File: src/rtl/collision_matrix_ctrl.sv
// collision_matrix_ctrl: pairwise collision arbiter for the VGA game pipeline.
// Evaluates every enabled object pair per pixel, emits one hit pulse per pair per
// frame, a per-frame hit summary and a buffered event queue for game logic.
// Optional feature: define COLLISION_PIXEL_COUNT_EN for per-pair overlap pixel counters.
module collision_matrix_ctrl #(
    parameter int unsigned NUM_OBJ    = 6,
    parameter logic [63:0] PAIR_MASK  = '1,
    parameter int unsigned FIFO_DEPTH = 8,
    localparam int unsigned NUM_PAIRS = NUM_OBJ * (NUM_OBJ - 1) / 2
) (
    input  logic                 clk,
    input  logic                 resetN,
    input  logic                 startOfFrame,
    input  logic [NUM_OBJ-1:0]   draw_req,
    output logic                 collision_any,
    output logic [NUM_PAIRS-1:0] hit_pulse,
    output logic [NUM_PAIRS-1:0] frame_hits,
    output logic                 frame_valid,
    output logic                 evt_valid,
    output logic [5:0]           evt_pair,
    input  logic                 evt_ready,
`ifdef COLLISION_PIXEL_COUNT_EN
    input  logic [5:0]           pix_sel,
    output logic [11:0]          pix_count,
`endif
    output logic [7:0]           evt_merged
);

    localparam int unsigned AW = $clog2(FIFO_DEPTH);

    logic [NUM_PAIRS-1:0] overlap;
    logic [NUM_PAIRS-1:0] new_hit;
    logic [NUM_PAIRS-1:0] issue_sel;
    logic [5:0]           issue_idx;
    logic                 issue_found;
    logic                 full;
    logic                 pop;
    logic                 push;
    logic                 merge_any;

    logic                 collision_any_q, collision_any_d;
    logic [NUM_PAIRS-1:0] hit_pulse_q, hit_pulse_d;
    logic [NUM_PAIRS-1:0] cur_hit_q, cur_hit_d;
    logic [NUM_PAIRS-1:0] frame_hits_q, frame_hits_d;
    logic                 frame_valid_q, frame_valid_d;
    logic [NUM_PAIRS-1:0] pending_q, pending_d;
    logic [7:0]           merged_q, merged_d;
    logic [AW:0]          wr_ptr_q, wr_ptr_d;
    logic [AW:0]          rd_ptr_q, rd_ptr_d;
    logic [5:0]           mem_q [FIFO_DEPTH];
    logic [5:0]           mem_d [FIFO_DEPTH];

    // Pair k enumerates (i,j), i<j, lexicographically.
    for (genvar gi = 0; gi < NUM_OBJ; gi++) begin : g_row
        for (genvar gj = gi + 1; gj < NUM_OBJ; gj++) begin : g_col
            localparam int unsigned K = gi * (2 * NUM_OBJ - gi - 1) / 2 + (gj - gi - 1);
            assign overlap[K] = draw_req[gi] & draw_req[gj] & PAIR_MASK[K];
        end
    end

    assign new_hit   = overlap & ~cur_hit_q;
    assign merge_any = |(new_hit & pending_q);
    assign full      = (wr_ptr_q - rd_ptr_q) == (AW + 1)'(FIFO_DEPTH);
    assign evt_valid = wr_ptr_q != rd_ptr_q;
    assign pop       = evt_valid & evt_ready;
    assign push      = issue_found & (~full | pop);
    assign evt_pair  = mem_q[rd_ptr_q[AW-1:0]];

    // Pick the lowest-index pending pair as the next event to enqueue.
    always_comb begin
        issue_found = 1'b0;
        issue_sel   = '0;
        issue_idx   = '0;
        for (int k = 0; k < NUM_PAIRS; k++) begin
            if (pending_q[k] && !issue_found) begin
                issue_found  = 1'b1;
                issue_sel[k] = 1'b1;
                issue_idx    = 6'(k);
            end
        end
    end

    // Next-state for frame latches, pending vector, merge counter and event FIFO.
    always_comb begin
        collision_any_d = |overlap;
        hit_pulse_d     = new_hit;
        frame_valid_d   = startOfFrame;
        frame_hits_d    = startOfFrame ? (cur_hit_q | overlap) : frame_hits_q;
        // The startOfFrame overlap closes the old frame and is not carried forward.
        cur_hit_d       = startOfFrame ? '0 : (cur_hit_q | overlap);
        // A hit on an already-pending pair is merged rather than re-queued.
        pending_d       = (pending_q & ~(push ? issue_sel : '0)) | (new_hit & ~pending_q);
        merged_d        = (merge_any && merged_q != 8'hFF) ? merged_q + 8'd1 : merged_q;
        wr_ptr_d        = wr_ptr_q + (AW + 1)'(push);
        rd_ptr_d        = rd_ptr_q + (AW + 1)'(pop);
        mem_d           = mem_q;
        if (push) begin
            mem_d[wr_ptr_q[AW-1:0]] = issue_idx;
        end
    end

    // State registers, cleared asynchronously.
    always_ff @(posedge clk or negedge resetN) begin
        if (!resetN) begin
            collision_any_q <= 1'b0;
            hit_pulse_q     <= '0;
            cur_hit_q       <= '0;
            frame_hits_q    <= '0;
            frame_valid_q   <= 1'b0;
            pending_q       <= '0;
            merged_q        <= '0;
            wr_ptr_q        <= '0;
            rd_ptr_q        <= '0;
            for (int i = 0; i < FIFO_DEPTH; i++) begin
                mem_q[i] <= '0;
            end
        end else begin
            collision_any_q <= collision_any_d;
            hit_pulse_q     <= hit_pulse_d;
            cur_hit_q       <= cur_hit_d;
            frame_hits_q    <= frame_hits_d;
            frame_valid_q   <= frame_valid_d;
            pending_q       <= pending_d;
            merged_q        <= merged_d;
            wr_ptr_q        <= wr_ptr_d;
            rd_ptr_q        <= rd_ptr_d;
            mem_q           <= mem_d;
        end
    end

    assign collision_any = collision_any_q;
    assign hit_pulse     = hit_pulse_q;
    assign frame_hits    = frame_hits_q;
    assign frame_valid   = frame_valid_q;
    assign evt_merged    = merged_q;

`ifdef COLLISION_PIXEL_COUNT_EN
    logic [11:0] pix_cnt_q [NUM_PAIRS];
    logic [11:0] pix_cnt_d [NUM_PAIRS];
    logic [11:0] pix_snap_q [NUM_PAIRS];
    logic [11:0] pix_snap_d [NUM_PAIRS];
    logic [11:0] pix_count_q, pix_count_d;
    logic [11:0] pix_sum;

    // Saturating per-pair overlap counters, snapshotted and cleared at frame start.
    always_comb begin
        pix_sum     = '0;
        pix_count_d = '0;
        for (int k = 0; k < NUM_PAIRS; k++) begin
            pix_sum = (overlap[k] && pix_cnt_q[k] != 12'hFFF) ? pix_cnt_q[k] + 12'd1
                                                              : pix_cnt_q[k];
            pix_snap_d[k] = startOfFrame ? pix_sum : pix_snap_q[k];
            pix_cnt_d[k]  = startOfFrame ? 12'd0 : pix_sum;
            if (pix_sel == 6'(k)) begin
                pix_count_d = pix_snap_q[k];
            end
        end
    end

    // Pixel counter registers.
    always_ff @(posedge clk or negedge resetN) begin
        if (!resetN) begin
            pix_count_q <= '0;
            for (int k = 0; k < NUM_PAIRS; k++) begin
                pix_cnt_q[k]  <= '0;
                pix_snap_q[k] <= '0;
            end
        end else begin
            pix_count_q <= pix_count_d;
            pix_cnt_q   <= pix_cnt_d;
            pix_snap_q  <= pix_snap_d;
        end
    end

    assign pix_count = pix_count_q;
`endif

endmodule
File: config.mk
export PLATFORM = sky130hd
export DESIGN_NAME = collision_matrix_ctrl
export DESIGN_NICKNAME = d
export VERILOG_FILES = /design/src/rtl/collision_matrix_ctrl.sv
export SDC_FILE = /design/constraint.sdc
export NUM_CORES = 1
export LEC_CHECK = 0
export ABC_AREA = 0
export BUFFER_PORTS_ARGS = -buffer_cell sky130_fd_sc_hd__buf_2
export CORE_MARGIN = 2
export CORE_UTILIZATION = 62
export CTS_CLUSTER_DIAMETER = 60
export DETAILED_ROUTE_END_ITERATION = 10
export PLACE_DENSITY = 0.84
export SLEW_MARGIN = 10
export SYNTH_ARGS = -nofsm -noshare
export SYNTH_HDL_FRONTEND = slang
export SYNTH_SLANG_ARGS = --single-unit
File: constraint.sdc
create_clock -name clk -period 6.1 [get_ports clk]
set_input_delay 0.61 -clock clk [delete_from_list [all_inputs] [get_ports clk]]
set_output_delay 0.61 -clock clk [all_outputs]
set_load 0.01 [all_outputs]
==> results.sh, run 1 <==
export IMPL_cts_tree="yes"
export IMPL_stdcell_count=574
export IMPL_worstSetupPathType="flop to flop"
export IMPL_gr_total_overflow=0
export IMPL_hp_class="input pin to asynchronous set/reset pin"
export IMPL_io_pins=57
export IMPL_regToRegSetupSlack_ns=3.33
export IMPL_initial_core_util=0.6397
export IMPL_fin_util=0.7050
export IMPL_dp_cells=558
export IMPL_syn_to_final_growth_pct=10.20
export IMPL_drc=0
export IMPL_ys_ff_latch=110
export IMPL_worstRegToRegCells=8
export IMPL_p_leak_nw=2.539
export IMPL_drt_total_wl_um=9928
export IMPL_synth_edf_count=0
export IMPL_r2r_start="rd_ptr_q[2]$_DFF_PN0_"
export IMPL_cpPeakStageDelay_ns=0.47
export IMPL_top_layer="met4"
export IMPL_drive_gt1_frac=0.2542
export IMPL_cts_sinks=110
export IMPL_synth_top_flop_cell="dfrtp_1"
export IMPL_p_seq_frac=0.462
export IMPL_post_synth_top_area_cell="dfrtp_1"
export IMPL_num_vias=3304
export IMPL_setup_viol=0
export IMPL_synth_area_top_cells="dfrtp_1 56%, nor2_1 5.1%, a21oi_1 3.9%, mux2_2 3.6%, mux2_4 3.6%"
export IMPL_wl_met2_um=5024
export IMPL_wl_per_cell_um=17.30
export IMPL_drtIter0Drc=179
export IMPL_num_antenna_cells=0
export IMPL_endpoint_kind="flop"
export IMPL_antenna_found_initial=0
export IMPL_met3WireLength_um=366
export IMPL_hold_buffers=0
export IMPL_intPower_w=0.001497
export IMPL_synth_cell_type_count=56
export IMPL_max_freq_ghz=0.3616
export IMPL_critPathBufInv=1
export IMPL_syn_area_um2=4943
export IMPL_worst_pin_slew_ns=1.049
export IMPL_rows=32
export IMPL_combPwrFrac=0.362
export IMPL_fin_setup_tns_ns=0
export IMPL_synth_cells=419
export IMPL_cts_resized=0
export IMPL_drtAntennaViolNets=0
export IMPL_portBuffers=54
export IMPL_critPathMaxFanout=15
export IMPL_status="completed"
export IMPL_post_dp_hpwl_um=7059
export IMPL_die_w_um=93.30
export IMPL_crit_family="compound AO/OA/AOI/OAI gates"
export IMPL_netSwitchingPower_w=0.0008869
export IMPL_htreeDepth=3
export IMPL_met1_length_um=4390
export IMPL_period_minus_slack_ns=2.766
export IMPL_cpMaxStageDelayCell="dfrtp_1"
export IMPL_rr_endpoint="mem_q[39]$_DFFE_PN0P_"
export IMPL_p_clk_frac=0.176
export IMPL_cts_root_buf="clkbuf_8"
export IMPL_yosysMostFrequentCell="dfrtp_1"
export IMPL_start_kind="flop"
export IMPL_nets=485
export IMPL_synth_top_cells_by_count="110 x dfrtp_1, 67 x nor2_1, 39 x a21oi_1"
export IMPL_grt_use_total=0.2444
export IMPL_required_ns=6.36
export IMPL_timing_final_crit_share=0.4534
export IMPL_cts_clk_slew_worst_paths_ns=0.11
export IMPL_arrival_ns=3.02
export IMPL_grt_pass1_wl_um=16460
export IMPL_grt_max_degree=59
export IMPL_slew_violations=0
export IMPL_via_per_inst=5.756
export IMPL_cp_cell_sequence="inv_1, ha_1, a21oi_1, nand2_1, xor2_1, a21oi_4, nor4b_4, mux2_1"
export IMPL_clockBufferDepth=2
export IMPL_core_um2=7727
export IMPL_ys_seq_area_frac=0.5568
export IMPL_rsz0062_at_grt="false"
export IMPL_die_h_um=93.30
export IMPL_syn_avg_cell_area_um2=11.80
export IMPL_postCtsSetupBuffers=0
export IMPL_synthArstFlopShare=1.000
export IMPL_first_pass_iters=4
export IMPL_dieArea_um2=8704
export IMPL_grt_pass1_vias=3312
export IMPL_ys_warn_count=0
export IMPL_ir_worst_vdd_v=0.0002402
export IMPL_finClkSkew_ns=0.01841
export IMPL_place_congestion=0.8375
export IMPL_yosys_area_top_type_share=0.5568
export IMPL_cts_buffers=9
export IMPL_powerDensity_nw_per_um2=437.7
export IMPL_clk_latency_ns=0.38
export IMPL_switching_share=0.3720
export IMPL_finalHoldViolCount=0
export IMPL_slew_headroom=0.2823
export IMPL_cap_violations=0
cells in the final DEF (no fill, tap or decap), types with 5 or more instances in the layout:
cell      netlist  final
nand2_1        29     29
nor2b_1         5      5
o21ai_0         8      8
and3_1          6      6
a21oi_1        39     39
nor2_1         67     67
a31oi_1        11     11
clkbuf_8        0      9
buf_2           7     53
mux4_2          8      8
inv_1           9      9
and3b_1         5      5
mux2_1          5      5
xnor2_1         8      8
ha_1            8      8
dfrtp_1       110    110
mux2_2         16     16
mux2_4         12     12
routing by layer:
| metal | vias to the layer above | GRT usage |
|---|---|---|
| met5 | - | 0 |
| met4 | 0 | 0.06373 |
| met3 | 13 | 0.05963 |
| met2 | 66 | 0.4101 |
| met1 | 1651 | 0.3218 |
| li1 | 1574 | - |
state kept, by name, indices dropped and copies added, names as in the netlist:
signal         flops
mem_q             32
evt_merged         8
rd_ptr_q           4
collision_any      1
cur_hit_q         15
wr_ptr_q           4
frame_hits        15
frame_valid        1
pending_q         15
hit_pulse         15
worst max path at each step:
| stage | from | to | slack, ns | cells after the start |
|---|---|---|---|---|
| final | rd_ptr_q[2]$_DFF_PN0_ | mem_q[39]$_DFFE_PN0P_ | 3.33 | 8 |
| after global placement | draw_req[2] | evt_merged[1]$_DFFE_PN0P_ | 3.31 | 6 |
| after CTS | rd_ptr_q[2]$_DFF_PN0_ | mem_q[39]$_DFFE_PN0P_ | 3.36 | 8 |
| after detailed placement | draw_req[2] | evt_merged[1]$_DFFE_PN0P_ | 3.27 | 6 |
| after global routing | wr_ptr_q[2]$_DFF_PN0_ | mem_q[39]$_DFFE_PN0P_ | 3.18 | 7 |
| after floorplan | rd_ptr_q[2]$_DFF_PN0_ | mem_q[24]$_DFFE_PN0P_ | 3.72 | 10 |
cell families after synthesis:
| family | after synthesis | synth area share |
|---|---|---|
| simple gates | 146 | 0.1587 |
| mux | 41 | 0.1207 |
| buf+inv | 28 | 0.02607 |
| other cells | 1 | 0.0007586 |
| xor+xnor | 13 | 0.02455 |
| compound gates | 71 | 0.09011 |
| flops | 110 | 0.5568 |
| fa+ha+maj | 9 | 0.02227 |
power groups by stage:
stage | Clock, W | Combinational, W | Sequential [W]
4_1_cts | 0.000427 | 0.000862 | 0.00110
3_5_place_dp | 0 | 0.000853 | 0.00111
2_1_floorplan | 0 | 0.000677 | 0.00105
3_3_place_gp | 0 | 0.000815 | 0.00110
6_report | 0.000419 | 0.000862 | 0.00110
5_1_grt | 0.000455 | 0.000928 | 0.00113
metrics by stage:
step	instance area (um^2)	worst slack (ns)	total power [W]	hold WS, ns
finish	5448	3.334	0.002384	0.2610
global route	5448	3.180	0.002515	0.3068
CTS	5448	3.359	0.002390	0.2765
detailed placement	5260	3.267	0.001966	0.4581
global placement	5260	3.314	0.001916	0.4511
floorplan	4947	3.717	0.001728	0.3144
worst reg2reg max path: stages, from the launching register on:
cell     delay [ns]
dfrtp_1        0.47
inv_1          0.15
ha_1           0.39
a21oi_1        0.20
nand2_1        0.08
xor2_1         0.18
a21oi_4        0.40
nor4b_4        0.42
mux2_1         0.38
area by class of cell:
cell class | instances | area, um^2
Fill cell | 540 | 2280
Multi-Input combinational cell | 282 | 2066
Sequential cell | 110 | 2753
Timing Repair Buffer | 55 | 280.3
Tap cell | 102 | 127.6
Clock buffer | 10 | 127.6
Clock inverter | 6 | 60.06
Inverter | 9 | 33.78
Power figures use the tool's default switching activity.
==> inputs of run 2 (changes only) <==
--- a/config.mk
+++ b/config.mk
@@ -8,10 +8,10 @@
 export ABC_AREA = 0
 export BUFFER_PORTS_ARGS = -buffer_cell sky130_fd_sc_hd__buf_2
 export CORE_MARGIN = 2
-export CORE_UTILIZATION = 62
+export CORE_UTILIZATION = 52
 export CTS_CLUSTER_DIAMETER = 60
 export DETAILED_ROUTE_END_ITERATION = 10
-export PLACE_DENSITY = 0.84
+export PLACE_DENSITY = 0.75
 export SLEW_MARGIN = 10
 export SYNTH_ARGS = -nofsm -noshare
 export SYNTH_HDL_FRONTEND = slang
==> constraint.sdc (replaced) <==
create_clock -name clk -period 2.5 [get_ports clk]
set_input_delay 0.25 -clock clk [delete_from_list [all_inputs] [get_ports clk]]
set_output_delay 0.25 -clock clk [all_outputs]
set_load 0.01 [all_outputs]
==> run 2 against run 1 <==
Against the previous run: routed wire length rose by 2.7%; first-iteration DRC count down 28%; global-route usage fell by 3.5 points; critical path depth is 2 higher; clock power grew to 2.8 times the previous value; register-to-register slack got worse by 3.3 ns.
==> results.sh, run 2 (synthesized netlist as in run 1, its figures left out) <==
export IMPL_clockBufferDepth=2
export IMPL_finClkSkew_ns=0.01017
export IMPL_dp_slack_ns=0.04963
export IMPL_rows=35
export IMPL_start_kind="flop"
export IMPL_place_congestion=0.8721
export IMPL_dp_cells=595
export IMPL_drtIter0Drc=129
export IMPL_grt_pass1_wl_um=16710
export IMPL_cts_clk_slew_worst_paths_ns=0.11
export IMPL_htreeDepth=3
export IMPL_clk_latency_ns=0.37
export IMPL_arrival_ns=2.69
export IMPL_largest_reg_flops=32
export IMPL_gr_total_overflow=0
export IMPL_die_w_um=101.5
export IMPL_cap_violations=0
export IMPL_n_fill_cell=729
export IMPL_slew_headroom=0.5599
export IMPL_initial_core_util=0.5350
export IMPL_portBuffers=54
export IMPL_ir_worst_vdd_v=0.0004791
export IMPL_final_area_um2=5634
export IMPL_hp_class="input pin to flop"
export IMPL_num_antenna_cells=0
export IMPL_period_minus_slack_ns=2.418
export IMPL_required_ns=2.77
export IMPL_critPathMaxFanout=8
export IMPL_dieArea_um2=10300
export IMPL_via_per_inst=5.568
export IMPL_max_freq_ghz=0.4135
export IMPL_core_um2=9240
export IMPL_first_pass_iters=4
export IMPL_final_cell_mix="109 x dfrtp_1, 67 x nor2_1, 53 x buf_2"
export IMPL_drtAntennaViolNets=0
export IMPL_setup_slack_ns=0.08176
export IMPL_antenna_found_initial=0
export IMPL_rsz0062_at_grt="true"
export IMPL_wl_per_cell_um=16.64
export IMPL_endpoint_kind="flop"
export IMPL_cts_tree="yes"
export IMPL_die_h_um=101.5
export IMPL_cts_sinks=110
export IMPL_finalHoldViolCount=0
export IMPL_cts_buffers=9
export IMPL_cts_root_buf="clkbuf_8"
export IMPL_syn_to_final_growth_pct=13.97
export IMPL_grt_use_total=0.2093
export IMPL_num_vias=3413
export IMPL_layout_commonest_cell="dfrtp_1"
export IMPL_drive_gt1_frac=0.2810
export IMPL_grt_pass1_vias=3439
export IMPL_stdcell_count=613
export IMPL_timing_final_crit_share=0.9673
export IMPL_multi_input_area_um2=2076
export IMPL_io_pins=57
export IMPL_nets=497
export IMPL_worst_pin_slew_ns=0.6601
export IMPL_final_seq_area_um2=2754
export IMPL_worstSetupPathType="flop to flop"
export IMPL_grt_max_degree=52
export IMPL_powerDensity_nw_per_um2=1084
export IMPL_regMostFlops="mem_q"
export IMPL_drc=0
export IMPL_post_dp_hpwl_um=7410
export IMPL_drt_total_wl_um=10200
export IMPL_setup_viol=0
export IMPL_slew_violations=0
export IMPL_status="completed"
export IMPL_p_leak_nw=2.616
export IMPL_dpl_instance_area_um2=5381
[run 2: worst paths after layout]
kind / end / start / cells past startpoint / slack [ns]
min reg2reg: hit_pulse[14]$_DFF_PN0_ / cur_hit_q[14]$_DFF_PN0_ / 1 / 0.48
max reg2reg: wr_ptr_q[2]$_DFF_PN0_ / wr_ptr_q[0]$_DFF_PN0_ / 10 / 0.08
max: wr_ptr_q[2]$_DFF_PN0_ / wr_ptr_q[0]$_DFF_PN0_ / 10 / 0.08
min: hit_pulse[3]$_DFF_PN0_ / draw_req[0] / 3 / 0.22
max in group asynchronous: frame_hits[10]$_DFFE_PN0P_ / resetN / 3 / 1.43
min in group asynchronous: rd_ptr_q[1]$_DFF_PN0_ / resetN / 2 / 0.35
[run 2: through the flow]
stage	utilization	setup TNS [ns]	total power (W)	hold WS (ns)
3_3_place_gp	0.5824	0	0.004792	0.2142
4_1_cts	0.6077	0	0.006096	0.1940
2_1_floorplan	-	0	0.004217	-0.04559
3_5_place_dp	0.5824	0	0.004924	0.2223
6_report	0.6097	0	0.006109	0.2170
5_1_grt	0.6097	-0.08438	0.006492	0.2086
[run 2: cell type report]
cell class / instances / share of cell area
inverter: 9 / 0.005996
timing repair buffer: 67 / 0.06840
tap: 129 / 0.02865
multi-input combinational: 282 / 0.3684
clock buffer: 10 / 0.02443
sequential: 110 / 0.4888
clock inverter: 6 / 0.01532
[run 2: critical path, cell delays in order, from the launching register on]
cell and delay [ns]:
dfrtp_2 0.44, inv_1 0.12, ha_1 0.35, a41oi_2 0.16, nor3_2 0.30, a21oi_4 0.13, buf_4 0.16, buf_4 0.15
ha_1 0.19, ha_1 0.19, xor2_1 0.13
[run 2: repair_timing]
item | CTS | global route
setup endpoints to repair | 0 | 14
endpoints found under the hold margin | 30 | 0
gates resized for setup | 0 | 4
hold buffers | 1 | 0
buffers inserted | 0 | 1
[run 2: routing by layer]
layer,GRT usage,wire length (um),vias to the layer above
li1,-,-,1598
met1,0.2762,4502,1706
met2,0.3456,5058,91
met3,0.04693,428,18
met4,0.06861,211,0
met5,0,0,-
[run 2: power breakdown]
group          internal, W  total [W]  switching, W  leakage, nW
Combinational      0.00116    0.00235       0.00120         1.16
Sequential         0.00221    0.00258      0.000373         1.34
Clock             0.000521    0.00117      0.000650        0.114
==> inputs of run 3 (changes only) <==
--- a/config.mk
+++ b/config.mk
@@ -12,6 +12,7 @@
 export CTS_CLUSTER_DIAMETER = 60
 export DETAILED_ROUTE_END_ITERATION = 10
 export PLACE_DENSITY = 0.75
+export REMOVE_ABC_BUFFERS = 1
 export SLEW_MARGIN = 10
 export SYNTH_ARGS = -nofsm -noshare
 export SYNTH_HDL_FRONTEND = slang
==> run 3 against run 2 <==
Against the previous run: cell area fell by 0.60%; cell count fell by 0.16%; largest cell class unchanged; sequential share of layout area rose by 0.29 points; total power fell by 1.9%; sequential cell count did not move.
==> results.sh, run 3 (synthesized netlist as in run 1, its figures left out) <==
export IMPL_final_area_um2=5600
export IMPL_antenna_found_initial=0
export IMPL_hold_start="draw_req[0]"
export IMPL_io_pins=57
export IMPL_dp_slack_ns=0.1178
export IMPL_cts_buffers=9
export IMPL_num_vias=3335
export IMPL_cpPeakStageDelay_ns=0.41
export IMPL_total_power_w=0.005993
export IMPL_rows=35
export IMPL_htreeDepth=3
export IMPL_cts_root_buf="clkbuf_8"
export IMPL_powerDensity_nw_per_um2=1070
export IMPL_timing_final_crit_share=0.9312
export IMPL_r2r_start="rd_ptr_q[2]$_DFF_PN0_"
export IMPL_hp_class="input pin to flop"
export IMPL_setup_viol=0
export IMPL_setup_slack_ns=0.1721
export IMPL_dpl_instance_area_um2=5374
export IMPL_status="completed"
export IMPL_die_h_um=101.5
export IMPL_nets=496
export IMPL_wl_per_cell_um=15.96
export IMPL_layout_commonest_cell="dfrtp_1"
export IMPL_rsz0062_at_grt="false"
export IMPL_hold_depth=3
export IMPL_drc=0
export IMPL_core_um2=9240
export IMPL_max_freq_ghz=0.4296
export IMPL_start_kind="flop"
export IMPL_fin_setup_tns_ns=0
export IMPL_cpMaxStageDelayCell="dfrtp_1"
export IMPL_required_ns=2.77
export IMPL_period_minus_slack_ns=2.328
export IMPL_arrival_ns=2.60
export IMPL_place_congestion=0.7982
export IMPL_cts_clk_slew_worst_paths_ns=0.12
export IMPL_final_cell_mix="109 x dfrtp_1, 67 x nor2_1, 53 x buf_2"
export IMPL_finClkSkew_ns=0.01385
export IMPL_clockBufferDepth=2
export IMPL_ir_worst_vdd_v=0.0005355
export IMPL_largest_reg_flops=32
export IMPL_cts_sinks=110
export IMPL_drt_total_wl_um=9770
export IMPL_cp_startpoint="rd_ptr_q[2]$_DFF_PN0_"
export IMPL_grt_pass1_wl_um=16460
export IMPL_postCtsSetupBuffers=0
export IMPL_worstSetupPathType="flop to flop"
export IMPL_post_dp_hpwl_um=6882
export IMPL_num_antenna_cells=0
export IMPL_dieArea_um2=10300
export IMPL_gr_total_overflow=0
export IMPL_portBuffers=54
export IMPL_grt_pass1_vias=3280
export IMPL_slew_headroom=0.5190
export IMPL_first_pass_iters=4
export IMPL_die_w_um=101.5
export IMPL_drive_gt1_frac=0.2774
export IMPL_grt_max_degree=66
export IMPL_endpoint_kind="flop"
export IMPL_regMostFlops="mem_q"
export IMPL_worst_pin_slew_ns=0.7215
export IMPL_via_per_inst=5.449
export IMPL_p_leak_nw=2.596
export IMPL_grt_use_total=0.2061
export IMPL_worstRegToRegCells=8
export IMPL_drtIter0Drc=111
export IMPL_finalHoldViolCount=0
export IMPL_drtAntennaViolNets=0
export IMPL_cp_cell_sequence="inv_2, ha_2, a21oi_1, nand2_1, xor2_2, a21oi_4, nor4b_4, mux2_1"
export IMPL_initial_core_util=0.5350
export IMPL_cts_tree="yes"
export IMPL_critPathMaxFanout=5
export IMPL_syn_to_final_growth_pct=13.29
export IMPL_clk_latency_ns=0.38
export IMPL_slew_violations=0
export IMPL_cap_violations=0
## run 3: area by class of cell
class / instances / area, um^2
clock buffer: 10 / 127.6
clock inverter: 6 / 62.56
fill: 766 / 3640
inverter: 9 / 33.78
multi-input combinational: 283 / 2091
sequential: 110 / 2754
tap: 129 / 161.4
timing repair buffer: 65 / 370.4
## run 3: stage by stage
| step | hold WS, ns | utilization | cells |
|---|---|---|---|
| 2_1_floorplan | -0.04559 | - | 401 |
| 3_3_place_gp | 0.2897 | 0.5816 | 594 |
| 3_5_place_dp | 0.2964 | 0.5816 | 594 |
| 4_1_cts | 0.1872 | 0.6033 | 611 |
| 5_1_grt | 0.2023 | 0.6061 | 612 |
| 6_report | 0.2127 | 0.6061 | 612 |
## run 3: repair_timing
action | in CTS | in global routing
hold endpoints to repair | 45 | 0
endpoints found under the setup margin | 0 | 9
hold buffers | 1 | 0
resized for setup | 0 | 5
## run 3: routing by layer
metal,GRT usage,vias up,share of wire
met3,0.05176,10,0.032
met2,0.3264,59,0.50
met4,0.05405,0,0.012
met5,0,-,0
li1,-,1597,-
met1,0.2871,1669,0.46
## run 3: power breakdown
group	internal (W)	leakage, nW	switching, W
registers	0.00221	1.34	0.000358
logic	0.00116	1.16	0.00122
clock network	0.000392	0.0965	0.000660
## run 3: critical path, delay by kind of cell (launching register included)
kind | cells | cell delay (ns)
compound gates | 2 | 0.41
xor+xnor | 1 | 0.19
fa+ha+maj | 1 | 0.31
buf+inv | 1 | 0.10
flops | 1 | 0.41
mux | 1 | 0.36
simple gates | 2 | 0.46
## run 3: final timing paths
kind / endpoint / slack (ns)
worst max-delay path: mem_q[39]$_DFFE_PN0P_ / 0.17
min in group asynchronous: mem_q[42]$_DFFE_PN0P_ / 0.41
worst min register to register: hit_pulse[9]$_DFF_PN0_ / 0.46
max in group asynchronous: wr_ptr_q[0]$_DFF_PN0_ / 1.31
worst max register to register: mem_q[39]$_DFFE_PN0P_ / 0.17
worst min-delay path: hit_pulse[3]$_DFF_PN0_ / 0.21
